$ cat config.mk
export PLATFORM = sky130hd
export DESIGN_NAME = cla_pipe_adder
export DESIGN_NICKNAME = d
export VERILOG_FILES = /design/src/rtl/cla_pkg.sv /design/src/rtl/cla_block.sv /design/src/rtl/cla_pipe_adder.sv
export SDC_FILE = /design/constraint.sdc
export NUM_CORES = 1
export LEC_CHECK = 0
export BUFFER_PORTS_ARGS = -buffer_cell sky130_fd_sc_hd__buf_2
export CELL_PAD_IN_SITES_DETAIL_PLACEMENT = 1
export CELL_PAD_IN_SITES_GLOBAL_PLACEMENT = 1
export CORE_ASPECT_RATIO = 0.6
export CORE_MARGIN = 2
export CORE_UTILIZATION = 49
export DETAILED_ROUTE_END_ITERATION = 12
export GPL_TIMING_DRIVEN = 0
export PLACE_DENSITY = 0.86
export SLEW_MARGIN = 20
export SYNTH_ARGS = -nofsm -noshare
export SYNTH_HDL_FRONTEND = slang
export SYNTH_HIERARCHICAL = 1
export SYNTH_SLANG_ARGS = --single-unit
export TNS_END_PERCENT = 100
$ cat constraint.sdc
create_clock -name clk -period 4.25 [get_ports clk]
set_input_delay 0 -clock clk [delete_from_list [all_inputs] [get_ports clk]]
set_output_delay 0 -clock clk [all_outputs]
set_load 0.005 [all_outputs]
$ cat src/rtl/cla_pkg.sv
// Shared helpers for the pipelined carry-look-ahead adder: pipeline geometry
// derived from the parameters, a parameter sanity check, and the result-flag bundle.
package cla_pkg;

  function automatic int cla_stage_bits(input int block, input int stage_blocks);
    return block * stage_blocks;
  endfunction

  function automatic int cla_groups_per_stage(input int stage_blocks);
    return stage_blocks;
  endfunction

  function automatic int cla_nstage(input int width, input int block, input int stage_blocks);
    return width / (block * stage_blocks);
  endfunction

  function automatic bit cla_params_ok(input int width, input int block, input int stage_blocks);
    return (width > 0) && (block > 0) && (stage_blocks > 0) &&
           (width % block == 0) && (width % (block * stage_blocks) == 0);
  endfunction

  typedef struct packed {
    logic cout;
    logic ovf;
    logic zero;
  } cla_flags_t;

endpackage

$ cat src/rtl/cla_block.sv
// Combinational BLOCK-bit carry-look-ahead group.
// Group P/G depend only on a and b, never on cin.
module cla_block
  import cla_pkg::*;
#(
  parameter int BLOCK = 4
) (
  input  logic [BLOCK-1:0] a,
  input  logic [BLOCK-1:0] b,
  input  logic             cin,
  output logic [BLOCK-1:0] sum,
  output logic             cout,
  output logic             c_msb_in,
  output logic             grp_p,
  output logic             grp_g
);

  logic [BLOCK-1:0] p;
  logic [BLOCK-1:0] g;
  logic [BLOCK:0]   c;

  assign p = a ^ b;
  assign g = a & b;

  // Kept apart from the carry process so the top can chain groups without a
  // cin -> grp_p dependency.
  always_comb begin
    grp_p = &p;
    grp_g = 1'b0;
    for (int i = 0; i < BLOCK; i++) begin
      grp_g = g[i] | (p[i] & grp_g);
    end
  end

  always_comb begin
    c    = '0;
    c[0] = cin;
    for (int i = 0; i < BLOCK; i++) begin
      c[i+1] = g[i] | (p[i] & c[i]);
    end
    sum      = p ^ c[BLOCK-1:0];
    cout     = c[BLOCK];
    c_msb_in = c[BLOCK-1];
  end

endmodule

$ cat src/rtl/cla_pipe_adder.sv
// Pipelined CLA adder/subtractor with valid/ready on both sides.
// Each stage resolves STAGE_BLOCKS groups; carries cross stage boundaries through registers.
module cla_pipe_adder
  import cla_pkg::*;
#(
  parameter int WIDTH        = 32,
  parameter int BLOCK        = 4,
  parameter int STAGE_BLOCKS = 2
) (
  input  logic             clk,
  input  logic             rst_n,
  input  logic             in_valid,
  output logic             in_ready,
  input  logic [WIDTH-1:0] in_a,
  input  logic [WIDTH-1:0] in_b,
  input  logic             in_cin,
  input  logic             in_sub,
  output logic             out_valid,
  input  logic             out_ready,
  output logic [WIDTH-1:0] out_sum,
  output logic             out_cout,
  output logic             out_ovf,
  output logic             out_zero
);

  localparam int SBITS  = cla_stage_bits(BLOCK, STAGE_BLOCKS);
  localparam int GPS    = cla_groups_per_stage(STAGE_BLOCKS);
  localparam int NSTAGE = cla_nstage(WIDTH, BLOCK, STAGE_BLOCKS);

  if (!cla_params_ok(WIDTH, BLOCK, STAGE_BLOCKS)) begin : g_param_check
    $error("cla_pipe_adder: WIDTH must be a multiple of BLOCK*STAGE_BLOCKS");
  end

  typedef struct packed {
    logic             valid;
    logic [WIDTH-1:0] a_rem;
    logic [WIDTH-1:0] b_rem;
    logic [WIDTH-1:0] sum_done;
    logic             carry;
  } stage_t;

  stage_t [NSTAGE-1:0] q_all;
  stage_t [NSTAGE-1:0] nxt_all;
  logic   [NSTAGE-1:0] msb_in_all;
  stage_t              prep;
  stage_t              last;
  cla_flags_t          flags;
  logic                advance;
  logic                unused_top;

  assign advance  = ~out_valid | out_ready;
  assign in_ready = advance;

  // Subtraction as A + ~B + ~cin, so cout=1 reads as "no borrow".
  always_comb begin
    prep.valid    = in_valid;
    prep.a_rem    = in_a;
    prep.b_rem    = in_sub ? ~in_b : in_b;
    prep.sum_done = '0;
    prep.carry    = in_sub ? ~in_cin : in_cin;
  end

  for (genvar k = 0; k < NSTAGE; k++) begin : g_stage
    stage_t           q;
    stage_t           nxt;
    logic [GPS:0]     c;
    logic [GPS-1:0]   gp;
    logic [GPS-1:0]   gg;
    logic [GPS-1:0]   gcout;
    logic [GPS-1:0]   gmsb;
    logic [SBITS-1:0] ssum;
    logic             unused_grp;

    assign q = q_all[k];

    for (genvar g = 0; g < GPS; g++) begin : g_grp
      cla_block #(.BLOCK(BLOCK)) u_blk (
        .a        (q.a_rem[k*SBITS + g*BLOCK +: BLOCK]),
        .b        (q.b_rem[k*SBITS + g*BLOCK +: BLOCK]),
        .cin      (c[g]),
        .sum      (ssum[g*BLOCK +: BLOCK]),
        .cout     (gcout[g]),
        .c_msb_in (gmsb[g]),
        .grp_p    (gp[g]),
        .grp_g    (gg[g])
      );
    end

    always_comb begin
      c    = '0;
      c[0] = q.carry;
      for (int i = 0; i < GPS; i++) begin
        c[i+1] = gg[i] | (gp[i] & c[i]);
      end
    end

    always_comb begin
      nxt                             = q;
      nxt.sum_done[k*SBITS +: SBITS]  = ssum;
      nxt.carry                       = c[GPS];
    end

    assign nxt_all[k]    = nxt;
    assign msb_in_all[k] = gmsb[GPS-1];
    assign unused_grp    = ^{gcout, gmsb};
  end

  assign last = nxt_all[NSTAGE-1];

  always_comb begin
    flags.cout = last.carry;
    flags.ovf  = msb_in_all[NSTAGE-1] ^ last.carry;
    flags.zero = ~|last.sum_done;
  end

  assign unused_top = ^{last.a_rem, last.b_rem, msb_in_all};

  always_ff @(posedge clk or negedge rst_n) begin
    if (!rst_n) begin
      q_all     <= '0;
      out_valid <= 1'b0;
      out_sum   <= '0;
      out_cout  <= 1'b0;
      out_ovf   <= 1'b0;
      out_zero  <= 1'b0;
    end else if (advance) begin
      q_all[0] <= prep;
      for (int k = 1; k < NSTAGE; k++) begin
        q_all[k] <= nxt_all[k-1];
      end
      out_valid <= last.valid;
      // Result fields hold their last value across bubbles.
      if (last.valid) begin
        out_sum  <= last.sum_done;
        out_cout <= flags.cout;
        out_ovf  <= flags.ovf;
        out_zero <= flags.zero;
      end
    end
  end

endmodule

Word-level counts from Yosys, hierarchy flattened
Cells that the tools add are included.
{"block": "totals", "mem_count": 0, "elab_cells": 178, "latchBits": 0, "out_inout_bits": 37, "ram_bits": 0, "register_bits": 348, "romBits": 0}
{"block": "classes", "n_lt_le_gt_ge": 0, "n_div": 0, "n_eq_ne": 0, "muxes": 2, "reduce_logical": 11, "add_sub_neg": 0, "shifts": 0, "n_bitwise": 141, "n_mul": 0}
{"cell": "4-bit bitwise XOR", "n": 16}
{"cell": "1-bit OR", "n": 57}
{"cell": "1-bit bitwise AND", "n": 56}
{"cell": "4-bit bitwise AND", "n": 8}
{"cell": "32-bit 2-to-1 mux", "n": 1}
{"cell": "32-bit NOT", "n": 1}
{"cell": "4-bit AND reduction", "n": 8}
{"cell": "32-bit OR reduction", "n": 1}
{"cell": "1-bit NOT", "n": 2}
{"cell": "2-bit AND reduction", "n": 1}
{"cell": "1-bit zero test", "n": 1}
{"cell": "1-bit 2-to-1 mux", "n": 1}
{"cell": "1-bit bitwise XOR", "n": 1}

Logic depth before layout (Yosys ltp)
Gate-level depths: netlist (run 1).
{"block": "depth", "depth_word": 17, "depth_mapped": 15, "depth_no_buf": 15}

Hierarchy
Netlist (run 1), hierarchy kept.
{"mod": "cla_pipe_adder", "area_per_inst_um2": 9883.2, "cells_each": 633, "instances": 1, "seq_area_each_um2": 6306.0}
{"mod": "cla_block (g_stage[0].g_grp[0].u_blk ...)", "area_per_inst_um2": 195.2, "cells_each": 23, "instances": 5, "seq_area_each_um2": 0.0}
{"mod": "cla_block (g_stage[1].g_grp[1].u_blk ...)", "area_per_inst_um2": 193.9, "cells_each": 24, "instances": 3, "seq_area_each_um2": 0.0}

Worst setup path before layout (run 1)
No wires, ideal clock.
{"block": "synth_path", "path_type": "register -> register", "from": "register q_all (netlist bit g_stage[3].nxt[91])", "to": "register out_zero", "path_stages_with_launch": 15, "path_slack_ns": 1.294, "arrival_time_ns": 2.860, "period_less_slack_ns": 2.956, "path_buffers": 0, "cell_sequence": "dfrtp_1 -> ha_1 -> and4_1 -> a21o_1 -> inv_1 -> fa_1 -> inv_1 -> fa_1 -> fa_1 -> inv_1 -> fa_1 -> inv_1 -> nor4_1 -> nand4_1 -> o31ai_1"}
{"item": "from (decl)", "line": "cla_pipe_adder.sv:42", "rtl": "stage_t [NSTAGE-1:0] q_all;"}
{"item": "from (signal, indexed assignment)", "line": "cla_pipe_adder.sv:129", "rtl": "q_all[k] <= nxt_all[k-1];"}
{"item": "to (signal assigned)", "line": "cla_pipe_adder.sv:137", "rtl": "out_zero <= flags.zero;"}
{"item": "to (decl)", "line": "cla_pipe_adder.sv:23", "rtl": "output logic out_zero"}

==> flow_metrics.tcl, run 1 <==
set metrics [dict create \
    syn_nets 946 \
    drtIter0Drc 417 \
    dieHeight_um 122 \
    cts.sinks 252 \
    slowest_delay_ns 0.48 \
    die_area_um2 24600 \
    grt-ovfl-total 0 \
    power_density_nw_per_um2 805 \
    num_io_pins 107 \
    fin_crit_sh 0.803 \
    path_cells "ha_1 > a21oi_1 > o21ai_1 > a21o_1 > inv_1 > fa_1 > inv_1 > fa_1 > fa_1 > inv_1 > fa_1 > inv_1 > nor4_1 > nand4_1 > o31ai_1" \
    ctsResizeCount 0 \
    crit_family "adder cells" \
    clock_path_buffers 3 \
    port_buffers 105 \
    r2r_slack_ns 0.84 \
    drc 0 \
    cts-root-buf "clkbuf_16" \
    rows 43 \
    power.total_w 0.0112 \
    hold_violations 0 \
    area_delta_synth_final_pct 21.7 \
    ant_nets 0 \
    dp_hpwl_um 18900 \
    cts_tree "done" \
    final_nets 1149 \
    hold_ws_ns 0.0548 \
    layout-drive-gt1-share 0.383 \
    relSlewSlack 0.456 \
    syn_inst 812 \
    die_w_um 201 \
    place.gp.congestion 0.783 \
    grt_max_degree 99 \
    finClkSkew_ns 0.0271 \
    syn-cell-area_um2 11400 \
    wl_per_cell_um 22.8 \
    grtUsageTotal 0.255 \
    cp.buffers_inverters 4 \
    first_global_vias 8125 \
    finalCriticalPeriod_ns 3.41 \
    r2r-start "g_stage[3].nxt[90]" \
    cts_setup_buffers 0 \
    synth.avg_cell_area_um2 14.1 \
    antenna_found_initial 1 \
    maxCapViolCount 0 \
    crit_path_end_kind "register" \
    cp-start-kind "register" \
    rsz0062_at_grt "false" \
    yosysWarnings 6 \
    crit_type "register to register" \
    start_util 0.497 \
    htree_levels 1 \
    ir_worst_vdd_mv 0.344 \
    crit_required_ns 4.66 \
    wl_um 30700 \
    nFillCells 2277 \
    hp-class "input port to asynchronous set/reset pin" \
    setup_viol 0 \
    clkLatencyLatePin_ns 0.53 \
    path_max_fanout 3 \
    grt_pass1_wl_um 47500 \
    leakagePower_nw 6.35 \
    crit_arrival_ns 3.82 \
    path_clk_slew_ns 0.07 \
    numCtsBuffers 24 \
    drtPass1Iterations 4 \
    num_vias 7064 \
    tightest_slew_ns 0.809 \
    via_per_inst 5.25 \
    core_area_um2 23000 \
    run_status "finished clean" \
    critPathLaunch "g_stage[3].nxt[90]" \
    maxSlewViolCount 0 \
    cp_slowest_cell "fa_1" \
    max_freq_ghz 0.293 \
]
final cells by class:
cell class	instances	area, µm²	share of cell area
sequential	252	6310	0.454
multi-input combinational	452	4480	0.322
timing repair buffer	177	1290	0.0930
clock buffer	32	681	0.0490
tap	315	394	0.0284
buffer	36	357	0.0257
inverter	72	270	0.0195
clock inverter	9	110	0.00793
antenna	1	2.50	0.000180
power by group:
group / internal [W] / switching (W)
combinational: 0.00233 / 0.00219
sequential: 0.00351 / 0.000977
clock: 0.00125 / 0.000928
per-stage QoR:
stage	utilization	setup TNS (ns)	cells	cell area (µm²)	setup WS [ns]
CTS	0.604	0	1344	13900	0.841
detailed placement	0.540	0	1234	12400	0.897
global route	0.605	0	1346	13900	0.629
floorplan	-	0	812	11400	1.29
global placement	0.537	-320.52	1232	12300	-1.29
finish	0.605	0	1346	13900	0.838
worst register-to-register path, stage by stage, from the launching register on:
cell	delay (ns)
dfrtp_1	0.47
ha_1	0.35
a21oi_1	0.07
o21ai_1	0.13
a21o_1	0.13
inv_1	0.06
fa_1	0.35
inv_1	0.08
fa_1	0.18
fa_1	0.21
inv_1	0.06
fa_1	0.48
inv_1	0.06
nor4_1	0.23
nand4_1	0.13
o31ai_1	0.31
sequential cells by signal (all words and copies together), names as in the netlist:
signal	flops
out_zero	1
out_valid	1
g_stage.nxt	212
g_stage.c	4
out_sum	32
out_cout	1
out_ovf	1
worst paths after layout:
check,to,cells after the start
max in group asynchronous,g_stage[0].nxt[45],3
worst max-delay path,out_zero,15
worst max register to register,out_zero,15
min in group clk,out_sum[21],5
worst min-delay path,g_stage[3].nxt[11],2
worst min register to register,g_stage[2].nxt[83],1
metal layers:
layer | vias to the layer above | track usage | part of all wire
li1 | 3137 | - | -
met1 | 3719 | 0.353 | 0.45
met2 | 160 | 0.429 | 0.48
met3 | 48 | 0.0439 | 0.045
met4 | 0 | 0.0532 | 0.016
met5 | - | 0 | 0
cells in the final DEF (no fill, tap or decap):
cell	n
clkinv_8	1
clkbuf_1	3
nand2_2	1
nand2b_1	1
dlygate4sd3_1	70
xnor2_1	33
nand2_1	14
a21o_1	4
nor4_1	8
buf_2	110
a21oi_1	56
clkinv_2	5
o21ai_0	2
bufinv_16	2
nor2_1	39
o31ai_1	1
fa_1	32
mux2_4	14
buf_8	1
nand4_1	2
mux2_2	198
ha_1	32
dfrtp_1	252
inv_1	72
and4_1	5
xor2_1	1
buf_6	27
clkbuf_8	5
nand2b_4	1
clkbuf_16	24
diode_2	1
buf_16	2
o21ai_1	8
clkbuf_4	3
clkinv_4	1
timing repair:
action	CTS	global route
setup endpoints to repair	0	0
hold buffers	69	1
hold endpoints to repair	233	1
No activity file was read; power rests on OpenSTA's default activity.
==> inputs of run 2 (changes only) <==
--- a/config.mk
+++ b/config.mk
@@ -5,15 +5,16 @@
 export SDC_FILE = /design/constraint.sdc
 export NUM_CORES = 1
 export LEC_CHECK = 0
+export ABC_AREA = 1
 export BUFFER_PORTS_ARGS = -buffer_cell sky130_fd_sc_hd__buf_2
 export CELL_PAD_IN_SITES_DETAIL_PLACEMENT = 1
 export CELL_PAD_IN_SITES_GLOBAL_PLACEMENT = 1
 export CORE_ASPECT_RATIO = 0.6
 export CORE_MARGIN = 2
-export CORE_UTILIZATION = 49
+export CORE_UTILIZATION = 48
 export DETAILED_ROUTE_END_ITERATION = 12
 export GPL_TIMING_DRIVEN = 0
-export PLACE_DENSITY = 0.86
+export PLACE_DENSITY = 0.87
 export SLEW_MARGIN = 20
 export SYNTH_ARGS = -nofsm -noshare
 export SYNTH_HDL_FRONTEND = slang
==> constraint.sdc (replaced) <==
create_clock -name clk -period 3.2 [get_ports clk]
set_input_delay 0 -clock clk [delete_from_list [all_inputs] [get_ports clk]]
set_output_delay 0 -clock clk [all_outputs]
set_load 0.005 [all_outputs]
==> flow_metrics.tcl, run 2 <==
set metrics [dict create \
    maxSlewViolCount 0 \
    wl_per_cell_um 23.8 \
    final_nets 1383 \
    yosysWarnings 6 \
    power_frac_clock 0.187 \
    numCtsBuffers 24 \
    cts.sinks 252 \
    relSlewSlack 0.558 \
    layout-drive-gt1-share 0.285 \
    clkLatencyLatePin_ns 0.54 \
    grt-ovfl-total 0 \
    run_status "complete, but fails checks" \
    finClkSkew_ns 0.0207 \
    via_per_inst 5.43 \
    timing.final.ws_setup_ns -0.0108 \
    layout_commonest_cell "dfrtp_1" \
    hold_ws_ns -0.0243 \
    drc 0 \
    grt_max_degree 102 \
    max_freq_ghz 0.311 \
    maxCapViolCount 0 \
    htree_levels 1 \
    num_vias 8578 \
    crit_arrival_ns 3.66 \
    start_util 0.493 \
    drtPass1Iterations 5 \
    fin_util 0.612 \
    leakagePower_nw 6.82 \
    grtUsageTotal 0.298 \
    synth.avg_cell_area_um2 11.2 \
    cp.buffers_inverters 5 \
    cp_common_cell "inv_2" \
    power_density_nw_per_um2 1120 \
    path_max_fanout 3 \
    antenna_found_initial 0 \
    syn-cell-area_um2 11500 \
    place.gp.congestion 0.818 \
    port_buffers 105 \
    power_switching_w 0.00660 \
    die_w_um 204 \
    wl_um 37600 \
    ant_nets 0 \
    seqPwrFrac 0.368 \
    die_area_um2 25200 \
    switching_share 0.414 \
    cts_tree "done" \
    core_area_um2 23300 \
    crit_type "register to register" \
    drtIter0Drc 537 \
    hp-class "input port to register" \
    crit_path_end_kind "register" \
    cp_slowest_cell "fa_1" \
    num_io_pins 107 \
    grt_pass1_wl_um 56200 \
    tightest_slew_ns 0.664 \
    path_cells "ha_4 > nand2_2 > nand2_1 > nand2_1 > nand3_2 > inv_2 > nand2_2 > inv_2 > fa_2 > inv_2 > fa_2 > fa_2 > inv_2 > fa_1 > inv_2 > nor2_4 > nand3_2 > nor2_2 > nand2_1 > o21bai_1" \
    first_global_vias 9682 \
    largest_register_ff_count 212 \
    crit_family "adder cells" \
    dieHeight_um 124 \
    internal_power_w 0.00935 \
    diodes 0 \
    fin_crit_sh 1.00 \
    failed_checks "negative hold slack, negative setup slack" \
    p_comb_frac 0.445 \
    ir_worst_vdd_mv 0.480 \
    slowest_delay_ns 0.51 \
    dp_hpwl_um 21800 \
    rsz0062_at_grt "true" \
    path_clk_slew_ns 0.08 \
    syn_nets 1161 \
    setup_viol 1 \
    cts-root-buf "clkbuf_16" \
    final_cell_mix "dfrtp_1, inv_1, nand2_1, buf_2, mux2_2" \
    rows 43 \
    hold_violations 1 \
    cp-start-kind "register" \
    area_delta_synth_final_pct 24.1 \
    crit_required_ns 3.65 \
    clock_path_buffers 3 \
    nFillCells 2442 \
    finalCriticalPeriod_ns 3.21 \
    syn_inst 1027 \
]
## run 2: power by group through the flow
stage	clock network [W]	registers, W	logic [W]
after floorplan	0	0.00536	0.00392
after global placement	0	0.00561	0.00539
after detailed placement	0	0.00574	0.00591
after CTS	0.00294	0.00572	0.00627
after global routing	0.00314	0.00600	0.00779
final	0.00298	0.00587	0.00711
## run 2: routing by layer
layer / global-route usage / vias up / part of all wire / wire length (µm)
met2: 0.510 / 334 / 0.49 / 18300
li1: - / 3684 / - / -
met5: 0 / - / 0 / 0
met1: 0.392 / 4462 / 0.42 / 15800
met4: 0.0903 / 0 / 0.034 / 1290
met3: 0.0549 / 98 / 0.059 / 2230
## run 2: what timing repair did
action | 4_1_cts | 5_1_grt
setup endpoints to repair | 2 | 4
hold endpoints to repair | 220 | 0
gates resized for setup | 6 | 29
pin swaps | 2 | 16
buffers inserted | 5 | 14
hold buffers | 70 | 0
## run 2: area by class of cell
cell class	instances	area, µm²	area share
Buffer	44	318	0.0223
Clock buffer	36	737	0.0517
Clock inverter	6	61.3	0.00430
Inverter	141	529	0.0372
Multi-Input combinational cell	590	4460	0.313
Sequential cell	252	6310	0.443
Tap cell	315	394	0.0277
Timing Repair Buffer	196	1430	0.101
## run 2: worst paths after layout
path                       slack [ns]  cells past startpoint                  to                from
setup / recovery                -0.01                     20            out_zero  g_stage[3].nxt[91]
hold / removal                  -0.02                      3  g_stage[0].nxt[64]              in_sub
setup reg to reg                -0.01                     20            out_zero  g_stage[3].nxt[91]
hold reg to reg                  0.48                      2         out_sum[28]         out_sum[28]
max in group asynchronous        1.87                      4  g_stage[2].nxt[83]               rst_n
min in group asynchronous        0.01                      2         out_sum[23]               rst_n
## run 2: tightest hold or removal path: stages
cell and delay, ns:
buf_2 0.19, xnor2_1 0.19, a21oi_1 0.08
## run 2: stage by stage
stage	cells	total power (W)	cell area [µm²]	setup WS, ns	TNS [ns]
6_report	1580	0.0160	14200	-0.0108	-0.0108
3_3_place_gp	1447	0.0110	12400	-2.30	-570.82
4_1_cts	1566	0.0149	14000	0.00188	0
3_5_place_dp	1449	0.0116	12500	-0.0393	-0.0393
5_1_grt	1580	0.0169	14200	-0.152	-0.214
2_1_floorplan	1027	0.00927	11500	0.288	0
==> inputs of run 3 (changes only) <==
--- a/config.mk
+++ b/config.mk
@@ -14,7 +14,7 @@
 export CORE_UTILIZATION = 48
 export DETAILED_ROUTE_END_ITERATION = 12
 export GPL_TIMING_DRIVEN = 0
-export PLACE_DENSITY = 0.87
+export PLACE_DENSITY_LB_ADDON = 0.1
 export SLEW_MARGIN = 20
 export SYNTH_ARGS = -nofsm -noshare
 export SYNTH_HDL_FRONTEND = slang
==> flow_metrics.tcl, run 3 (synthesized netlist as in run 2, its figures left out) <==
set metrics [dict create \
    run_status "finished clean" \
    die_w_um 204 \
    regArea_um2 6310 \
    power.total_w 0.0149 \
    ir_worst_vdd_mv 0.465 \
    core_area_um2 23300 \
    finalCriticalPeriod_ns 3.16 \
    crit_family "adder cells" \
    maxSlewViolCount 0 \
    final_area_um2 14100 \
    area_delta_synth_final_pct 23.1 \
    dieHeight_um 124 \
    leakagePower_nw 6.78 \
    switching_share 0.382 \
    power_density_nw_per_um2 1060 \
    hold_violations 0 \
    drtIter0Drc 365 \
    internal_power_w 0.00921 \
    via_per_inst 5.05 \
    drc 0 \
    critPathLaunch "g_stage[3].nxt[58]" \
    crit_required_ns 3.64 \
    port_buffers 105 \
    r2r-start "g_stage[3].nxt[58]" \
    cts_tree "done" \
    first_global_vias 8568 \
    wl_um 30400 \
    power_frac_clock 0.204 \
    final_cell_mix "dfrtp_1, inv_1, nand2_1, buf_2, mux2_2" \
    rows 43 \
    dpl_cell_area_um2 12500 \
    multi_input_area_um2 4400 \
    nFillCells 2490 \
    cp-start-kind "register" \
    htree_levels 1 \
    hp-class "input port to asynchronous set/reset pin" \
    crit_type "register to register" \
    drtPass1Iterations 4 \
    p_comb_frac 0.416 \
    relSlewSlack 0.521 \
    final_nets 1370 \
    crit_arrival_ns 3.60 \
    numCtsBuffers 24 \
    num_vias 7917 \
    path_clk_slew_ns 0.07 \
    cp.buffers_inverters 4 \
    max_freq_ghz 0.317 \
    path_max_fanout 3 \
    grt_pass1_wl_um 48500 \
    grtUsageTotal 0.252 \
    largest_register_ff_count 212 \
    maxCapViolCount 0 \
    num_io_pins 107 \
    slowest_delay_ns 0.48 \
    setup_viol 0 \
    clock_path_buffers 3 \
    wl_per_cell_um 19.4 \
    path_cells "ha_1 > nand2_1 > nor2_1 > nand2_1 > nand2_2 > inv_2 > fa_2 > inv_2 > fa_2 > fa_2 > inv_2 > fa_1 > inv_2 > nor2_2 > nand3_1 > nor2_1 > nand2_1 > o21bai_1" \
    fin_crit_sh 0.987 \
    pre_cts_ws_ns 0.0556 \
    layout_commonest_cell "dfrtp_1" \
    start_util 0.493 \
    crit_path_end_kind "register" \
    cts-root-buf "clkbuf_16" \
    clkLatencyLatePin_ns 0.52 \
    seqPwrFrac 0.381 \
    place.gp.congestion 0.822 \
    finClkSkew_ns 0.0118 \
    cp_slowest_cell "fa_1" \
    diodes 0 \
    cts.sinks 252 \
    die_area_um2 25200 \
    rsz0062_at_grt "true" \
    timing.final.ws_setup_ns 0.0428 \
    ant_nets 0 \
    fin_util 0.606 \
    cp_common_cell "inv_2" \
    antenna_found_initial 0 \
    dp_hpwl_um 20500 \
    grt_max_degree 103 \
    power_switching_w 0.00570 \
    layout-drive-gt1-share 0.267 \
    tightest_slew_ns 0.719 \
    grt-ovfl-total 0 \
]
[run 3: cell count changes in the layout (fill, tap and decap cells not counted), moves of 3 or more]
| cell | before | now |
|---|---|---|
| nand2_1 | 128 | 131 |
| buf_4 | 22 | 8 |
| dfrtp_1 | 246 | 249 |
| dfrtp_2 | 6 | 3 |
| nand2_2 | 9 | 6 |
[run 3: layer usage]
layer / global-route usage / wire [µm] / vias up
li1: - / - / 3674
met1: 0.382 / 14900 / 4060
met4: 0.0497 / 577 / 0
met2: 0.391 / 13600 / 140
met5: 0 / 0 / -
met3: 0.0353 / 1240 / 43
[run 3: worst paths after layout]
check                                endpoint  slack (ns)  depth (start not counted)
hold reg to reg                   out_sum[30]        0.48                          2
hold / removal             g_stage[1].nxt[55]        0.11                          2
max in group asynchronous  g_stage[2].nxt[63]        2.14                          3
min in group clk           g_stage[0].nxt[56]        0.19                          4
setup / recovery                     out_zero        0.04                         18
setup reg to reg                     out_zero        0.04                         18
[run 3: metrics by stage]
stage               setup TNS, ns  instances  hold slack (ns)
global placement          -609.39       1447            0.232
finish                          0       1567            0.109
global route               -0.162       1567            0.158
detailed placement              0       1449           0.0805
CTS                             0       1562            0.124
floorplan                       0       1027           -0.296
[run 3: cell type report]
cell class / instances / share of cell area
Multi-Input combinational cell: 590 / 0.312
Clock buffer: 34 / 0.0509
Timing Repair Buffer: 183 / 0.0948
Tap cell: 315 / 0.0279
Buffer: 44 / 0.0225
Sequential cell: 252 / 0.447
Inverter: 141 / 0.0375
Clock inverter: 8 / 0.00815
[run 3: power groups by stage]
stage,Clock (W),Combinational [W],Sequential [W]
after floorplan,0,0.00392,0.00536
after global placement,0,0.00553,0.00563
after detailed placement,0,0.00581,0.00570
after CTS,0.00309,0.00601,0.00566
after global routing,0.00322,0.00702,0.00588
final,0.00304,0.00620,0.00568
[run 3: worst reg2reg max path, cell delays in order, from the launching register on]
cell and delay (ns):
dfrtp_1 0.41, ha_1 0.32, nand2_1 0.08, nor2_1 0.15, nand2_1 0.11, nand2_2 0.10, inv_2 0.05, fa_2 0.33
inv_2 0.07, fa_2 0.21, fa_2 0.21, inv_2 0.04, fa_1 0.48, inv_2 0.04, nor2_2 0.09, nand3_1 0.08
nor2_1 0.13, nand2_1 0.07, o21bai_1 0.13
[run 3: timing repair]
item	CTS	global route
buffers inserted	0	5
endpoints found under the setup margin	0	3
hold buffers	71	0
endpoints found under the hold margin	158	0
gates resized for setup	0	20
